==> src/rtl/svm_coef_loader.sv <==
// Streams SVM coefficients from a host into packed RAM words, then loads the bias.
// One RAM word holds N_COEF coefficients; N_ADDR words plus one bias word form a full set.
module svm_coef_loader #(
  parameter int unsigned COEF_W = 12,
  parameter int unsigned N_COEF = 105,
  parameter int unsigned N_ADDR = 36,
  parameter int unsigned ADDR_W = 6
) (
  input  logic                     clk,
  input  logic                     rst,
  input  logic                     start,
  input  logic                     s_valid,
  output logic                     s_ready,
  input  logic [COEF_W-1:0]        s_data,
  output logic [ADDR_W-1:0]        addr_a,
  output logic                     write_en,
  output logic [COEF_W*N_COEF-1:0] o_data,
  output logic [COEF_W-1:0]        bias,
  output logic                     b_load,
  input  logic                     fifo_ready,
  output logic                     hog_ready,
  output logic                     busy,
  output logic                     done
);

  localparam int unsigned CNT_W = (N_COEF > 1) ? $clog2(N_COEF) : 1;

  typedef enum logic [2:0] {StIdle, StCollect, StWrite, StBias, StBload, StDone} state_e;

  state_e                   state_q, state_d;
  logic [CNT_W-1:0]         coef_cnt_q, coef_cnt_d;
  logic [ADDR_W-1:0]        addr_q, addr_d;
  logic [COEF_W*N_COEF-1:0] word_q, word_d;
  logic [COEF_W-1:0]        bias_q, bias_d;
  logic                     restart, last_coef, last_addr;

  // start is only honoured when no load is in flight
  assign restart   = start && (state_q == StIdle || state_q == StDone);
  assign last_coef = (coef_cnt_q == CNT_W'(N_COEF - 1));
  assign last_addr = (addr_q == ADDR_W'(N_ADDR - 1));

  always_ff @(posedge clk or negedge rst) begin
    if (!rst) begin
      state_q <= StIdle;
    end else begin
      state_q <= state_d;
    end
  end

  always_comb begin
    state_d = state_q;
    unique case (state_q)
      StIdle, StDone: if (start) state_d = StCollect;
      StCollect:      if (s_valid && last_coef) state_d = StWrite;
      StWrite:        state_d = last_addr ? StBias : StCollect;
      StBias:         if (s_valid) state_d = StBload;
      StBload:        state_d = StDone;
      default:        state_d = StIdle;
    endcase
  end

  always_comb begin
    s_ready   = (state_q == StCollect) || (state_q == StBias);
    write_en  = (state_q == StWrite);
    b_load    = (state_q == StBload);
    busy      = (state_q == StCollect) || (state_q == StWrite) ||
                (state_q == StBias)    || (state_q == StBload);
    done      = (state_q == StDone);
    hog_ready = fifo_ready && done;
    addr_a    = addr_q;
    o_data    = word_q;
    bias      = bias_q;
  end

  always_comb begin
    coef_cnt_d = coef_cnt_q;
    addr_d     = addr_q;
    word_d     = word_q;
    bias_d     = bias_q;
    if (restart) begin
      coef_cnt_d = '0;
      addr_d     = '0;
    end
    if (state_q == StCollect && s_valid) begin
      word_d[coef_cnt_q*COEF_W +: COEF_W] = s_data;
      coef_cnt_d = last_coef ? '0 : coef_cnt_q + CNT_W'(1);
    end
    if (state_q == StWrite) begin
      coef_cnt_d = '0;
      if (!last_addr) addr_d = addr_q + ADDR_W'(1);
    end
    if (state_q == StBias && s_valid) bias_d = s_data;
  end

  always_ff @(posedge clk or negedge rst) begin
    if (!rst) begin
      coef_cnt_q <= '0;
      addr_q     <= '0;
      word_q     <= '0;
      bias_q     <= '0;
    end else begin
      coef_cnt_q <= coef_cnt_d;
      addr_q     <= addr_d;
      word_q     <= word_d;
      bias_q     <= bias_d;
    end
  end

endmodule

==> config.mk <==
export PLATFORM = sky130hd
export DESIGN_NAME = svm_coef_loader
export DESIGN_NICKNAME = d
export VERILOG_FILES = /design/src/rtl/svm_coef_loader.sv
export SDC_FILE = /design/constraint.sdc
export NUM_CORES = 2
export LEC_CHECK = 0
export CORE_AREA = 2 2 511 513
export CTS_CLUSTER_DIAMETER = 80
export DETAILED_ROUTE_END_ITERATION = 7
export DIE_AREA = 0 0 513 515
export DONT_BUFFER_PORTS = 1
export PLACE_DENSITY_LB_ADDON = 0.25
export SYNTH_ARGS = -nofsm -noshare
export SYNTH_HDL_FRONTEND = slang
export SYNTH_SLANG_ARGS = --single-unit
==> constraint.sdc <==
create_clock -name clk -period 8.8 [get_ports clk]
set_input_delay 1.32 -clock clk [delete_from_list [all_inputs] [get_ports clk]]
set_output_delay 1.32 -clock clk [all_outputs]
set_load 0.02 [all_outputs]
## Word level (Yosys, flattened, before mapping)

Index checks and enable logic that the tools add are counted.

| operators by class | value |
|---|---|
| equal/unequal tests | 10 |
| $mul | 1 |
| $add $sub $neg | 3 |
| shifts and indexed selects | 2 |
| reductions and logical operators | 14 |
| muxes and demuxes | 13 |

Operators by type and width:

| cell | number |
|---|---|
| 1260-bit bitwise mux | 1 |
| 12-bit by 34-bit variable shift with 1260-bit output, first input constant | 1 |
| 12-bit by 34-bit variable part select with 1260-bit output | 1 |
| 11-bit negation with 34-bit output | 1 |
| 7-bit 2-to-1 mux | 4 |
| 6-bit 2-to-1 mux | 3 |
| 3-bit case mux with 5 select lines | 1 |
| 7-bit by 2-bit multiplier with 9-bit output, second input constant | 1 |
| 3-bit 2-to-1 mux | 3 |
| 7-bit by 1-bit adder with 7-bit output, second input constant | 1 |
| 7-bit == test, second input constant | 1 |
| 6-bit by 1-bit adder with 6-bit output, second input constant | 1 |
| 3-bit by 2-bit == test with 1-bit output, second input constant | 2 |
| 3-bit == test, second input constant | 2 |
| 6-bit == test, second input constant | 1 |
| 2-bit != test, second input constant | 3 |
| 1-bit logical AND | 5 |
| 1-bit logical OR | 5 |
| 3-bit by 1-bit == test with 1-bit output, second input constant | 1 |
| 3-bit zero test | 1 |
| 3-bit AND reduction | 1 |
| 3-bit nonzero test | 1 |
| 2-bit 2-to-1 mux | 1 |
| 2-bit OR reduction | 1 |

| word-level totals | value |
|---|---|
| output and inout port bits | 1284 |
| logic and storage cells | 48 |
| register bits | 1288 |
| bits of input ports | 17 |

## Longest topological paths before layout

| logic depth | value |
|---|---|
| depth in word-level cells | 6 |
| mapped depth | 20 |
| depth with buffers taken out | 15 |

## Worst setup path after synthesis

Ideal clock, no wire load.

| path | value |
|---|---|
| kind | reg2reg |
| start point | reg coef_cnt_q[1] |
| end point | reg word_q[572], in the netlist o_data[572] |
| period minus slack after synthesis | 4861 ps |
| data required time | 8675 ps |
| cell stages (with the launch flop) | 16 |
| arrival | 4737 ps |
| buffers on the path | 0 |
| library setup time | 125 ps |
| setup slack | 3939 ps |
| cells stage by stage | dfrtp_1 > ha_1 > fa_1 > nor2b_1 > o22ai_1 > xnor2_1 > nand3_1 > nor3_1 > ha_1 > inv_1 > nor4_1 > o31ai_1 > a21oi_2 > nand3_2 > nor3_1 > mux2_2 |

| between the ends | value |
|---|---|
| word-level cells in the longest chain between the ends | 4 |
| elaborated cells on any way between the ends | 5 |
| classes of those cells | add/sub: 1; mul: 1; shift: 2; mux: 1 |

Ends and longest elaborated chain:

| what | line | RTL |
|---|---|---|
| start: declaration | 31 | `logic [CNT_W-1:0] coef_cnt_q, coef_cnt_d;` |
| start signal: assignment | 102 | `coef_cnt_q <= coef_cnt_d;` |
| 7-bit by 2-bit multiplier with 9-bit output (*) | 85 | `word_d[coef_cnt_q*COEF_W +: COEF_W] = s_data;` |
| 11-bit negation with 34-bit output (*) | 85 |  |
| 12-bit by 34-bit variable part select with 1260-bit output or 12-bit by 34-bit variable shift with 1260-bit output (tied branches) | 85 |  |
| 1260-bit bitwise mux (*) | 85 |  |
| end signal: assignment | 104 | `word_q <= word_d;` |
| end: declaration | 33 | `logic [COEF_W*N_COEF-1:0] word_q, word_d;` |

Every way passes the cells marked *; elsewhere a longest branch is shown, timed or not.
A chain may end at the register's enable or synchronous reset.

## Final worst setup path

| path | value |
|---|---|
| start point | reg coef_cnt_q[1] |
| end point | reg word_q[686], in the netlist o_data[686] |

The elaborated chain is that of the path after synthesis.

==> impl_metrics.yaml <==
status:
  status: "finished, final reports clean"
global_route:
  grt_use_met1_pct: 26.86
  grt_pass1_vias: 41870
  use_met3_pct: 9.538
  grt_busiest_layer: "met2"
  met2_usage_pct: 39.26
  grtUsageTotal_pct: 23.64
  grt_overflow_total: 0
  grt_first_pass_wirelength_mm: 420.3
  grt_antenna_before_repair: 36
  grt_max_degree: 238
sta:
  hold_viol: 0
  clock-skew-final_ns: 0.05787
  fmax_ghz: 0.1509
  rsz0062_at_grt: "false"
  tightest_slew_ns: 1.240
  final-max-slew-violation-count: 0
  fin_crit_ns: 6.626
  fin_crit_sh_pct: 75.29
  slew_headroom_pct: 17.10
  fin_setup_tns_ns: 0
  final-setup-viol-count: 0
  layout_setup_ws_ns: 2.174
clock_tree:
  clk_pin_slew_ns: 0.06
  clock-sinks: 1288
  cts_buffers: 156
  htreeDepth: 4
  cts_setup_buffers: 0
  ctsHoldBuffers: 0
  postCtsResizedCells: 0
  cts_tree: "done"
  clock_latency_ns: 0.85
  ctsLongestPathBuffers: 3
  root_buffer: "clkbuf_16"
worst_setup_path:
  crit_path_top_delay_cell: "a21oi_1"
  crit_required_ns: 9.51
  r2r_setup_slack_ns: 2.17
  end_kind: "flop"
  crit_buf_inv: 1
  worstSetupPathType: "flop to flop"
  path_delay_family: "simple AND/OR/NAND/NOR gates"
  cpPeakStageDelay_ns: 0.97
  arrival_ns: 7.34
  cp_cell_sequence: "ha_1, fa_1, nor2b_1, o22ai_1, xnor2_1, nand3_1, nor3_1, ha_1, inv_1, a21oi_1, nand2_2, nor2_1, mux2_2"
  critPathMostFrequentCell: "ha_1"
  worst_setup_path_start_kind: "flop"
  cp_max_fo: 17
yosys:
  synth_top_area_share_pct: 59.99
  ys_types: 82
  synth_flop_cell: "dfrtp_1"
  synth_edf_count: 0
  synth_top_area_cell: "dfrtp_1"
  ys_warn_count: 0
  synthCells: 4846
  ys_ff_latch: 1288
  syn_area_per_cell_sq_um: 11.09
  synth-async-reset-ratio_pct: 100.0
  synth_area_leaders: "dfrtp_1 60%, mux2_2 10%, nand2_1 6.4%, o21ai_0 5.1%, o31ai_1 3.9%"
  synth-seq-area-share_pct: 59.99
  syn_nets: 4877
  netlist_area_sq_um: 53720
power_and_ir_drop:
  internal-power_mw: 11.64
  swShare_pct: 49.75
  pwr-share-seq_pct: 33.0
  p_leak_nw: 27.91
  powerDensity_nw_per_um2: 361.2
  pwr-share-comb_pct: 38.5
  netSwitchingPower_mw: 11.52
  pwr-share-clk_pct: 28.5
  peakVddDrop_v: 0.0002409
route:
  drt_wl_total_mm: 322.5
  drcViolationCount: 0
  wl_per_cell_microns: 38.19
  vias: 42250
  drt_iter0_markers: 3856
  ant_nets: 0
  viasPerCell: 5.003
  first_pass_iters: 7
layout:
  final_common_cell: "dfrtp_1"
  num-nets-final: 4935
  mostFrequentLayoutCells: "1,287 x dfrtp_1, 918 x nand2_1, 535 x o21ai_0"
  final_cell_area_sq_um: 64110
  multi_input_comb_area_sq_um: 20830
  num-fill-cells: 27380
  areaGrowthSynthToFinish_pct: 19.33
  layout-drive-gt1-share_pct: 20.18
  finalNonFillerCells: 8444
  seq_area_sq_um: 32230
placement:
  place_congestion: 0.9017
  dpl_cell_area_sq_um: 58810
  hpwlAfterDp_mm: 246.3
  io_buffer_count: 0
  place_inst: 8147
  dp_slack_ns: 2.172
floorplanning:
  start_util_pct: 20.78
  io_pins: 1301
  die_w_microns: 513
  rows: 187
  coreArea_sq_um: 258500
  fp.dieH_microns: 515
  die_area_sq_um: 264200
job:
  drv_cap: 0
hold_path:
  hold_class: "primary input to asynchronous set/reset pin"
[cell usage after synthesis, types with 19 or more instances]
master and number:
o22ai_1 22, o41ai_1 169, nor2_1 259, clkbuf_1 189
nand2_1 923, nor3_1 75, mux2_2 490, o21ai_0 543
mux2i_1 22, nand4_1 19, dfrtp_1 1288, inv_1 30
buf_1 26, o31ai_1 282, nand3_1 168, buf_2 43
a21oi_1 37
[cells by family (layout without fill, tap and decap cells)]
| kind of cell | Yosys count | count (layout) | synth area share, % |
|---|---|---|---|
| flops | 1288 | 1288 | 59.99 |
| simple gates | 1548 | 1548 | 12.11 |
| xor+xnor | 19 | 19 | 0.3354 |
| buf+inv | 296 | 475 | 2.210 |
| fa+ha+maj | 14 | 14 | 0.3400 |
| mux | 512 | 512 | 10.68 |
| other cells | 0 | 17 | 0 |
| compound gates | 1169 | 1169 | 14.33 |
[per-stage QoR]
stage | power [mW] | util (%) | hold slack, ns
floorplan | 10.94 | - | 0.5028
global placement | 16.78 | 22.74 | 0.5624
detailed placement | 16.82 | 22.75 | 0.5440
CTS | 23.51 | 24.77 | 0.1158
global route | 24.01 | 24.78 | 0.1443
finish | 23.16 | 24.80 | 0.2180
[layer usage]
layer | routed length, microns | part of all wire, %
met5 | 0 | 0
met4 | 14460 | 4.5
met3 | 33790 | 10
met2 | 152700 | 47
met1 | 121500 | 38
[area by class of cell]
type                            instances  area share (%)
Inverter                               32          0.1874
Antenna cell                           17         0.06636
Sequential cell                      1288           50.28
Tap cell                             3402           6.640
Multi-Input combinational cell       3262           32.49
Clock inverter                         53           1.189
Clock buffer                          226           6.969
Timing Repair Buffer                  164           2.184
[flip-flops by register name, indices dropped and copies added, names as in the netlist]
signal	flops
addr_a	6
coef_cnt_q	7
state_q	3
o_data	1260
bias	12
[power groups by stage]
stage	clock network [mW]	registers, mW	logic (mW)
detailed placement	0	7.73	9.09
finish	6.61	7.63	8.91
global placement	0	7.74	9.04
floorplan	0	7.36	3.58
CTS	6.77	7.64	9.11
global route	6.99	7.68	9.34
[final timing paths]
check | startpoint | to | cells after the start
max | coef_cnt_q[1] | o_data[686] | 13
min | rst | o_data[877] | 0
max reg2reg | coef_cnt_q[1] | o_data[686] | 13
min reg2reg | coef_cnt_q[4] | coef_cnt_q[4] | 1
max in group asynchronous | rst | o_data[1189] | 4
min in group clk | coef_cnt_q[4] | coef_cnt_q[4] | 1
No activity file was read; power rests on OpenSTA's default activity.
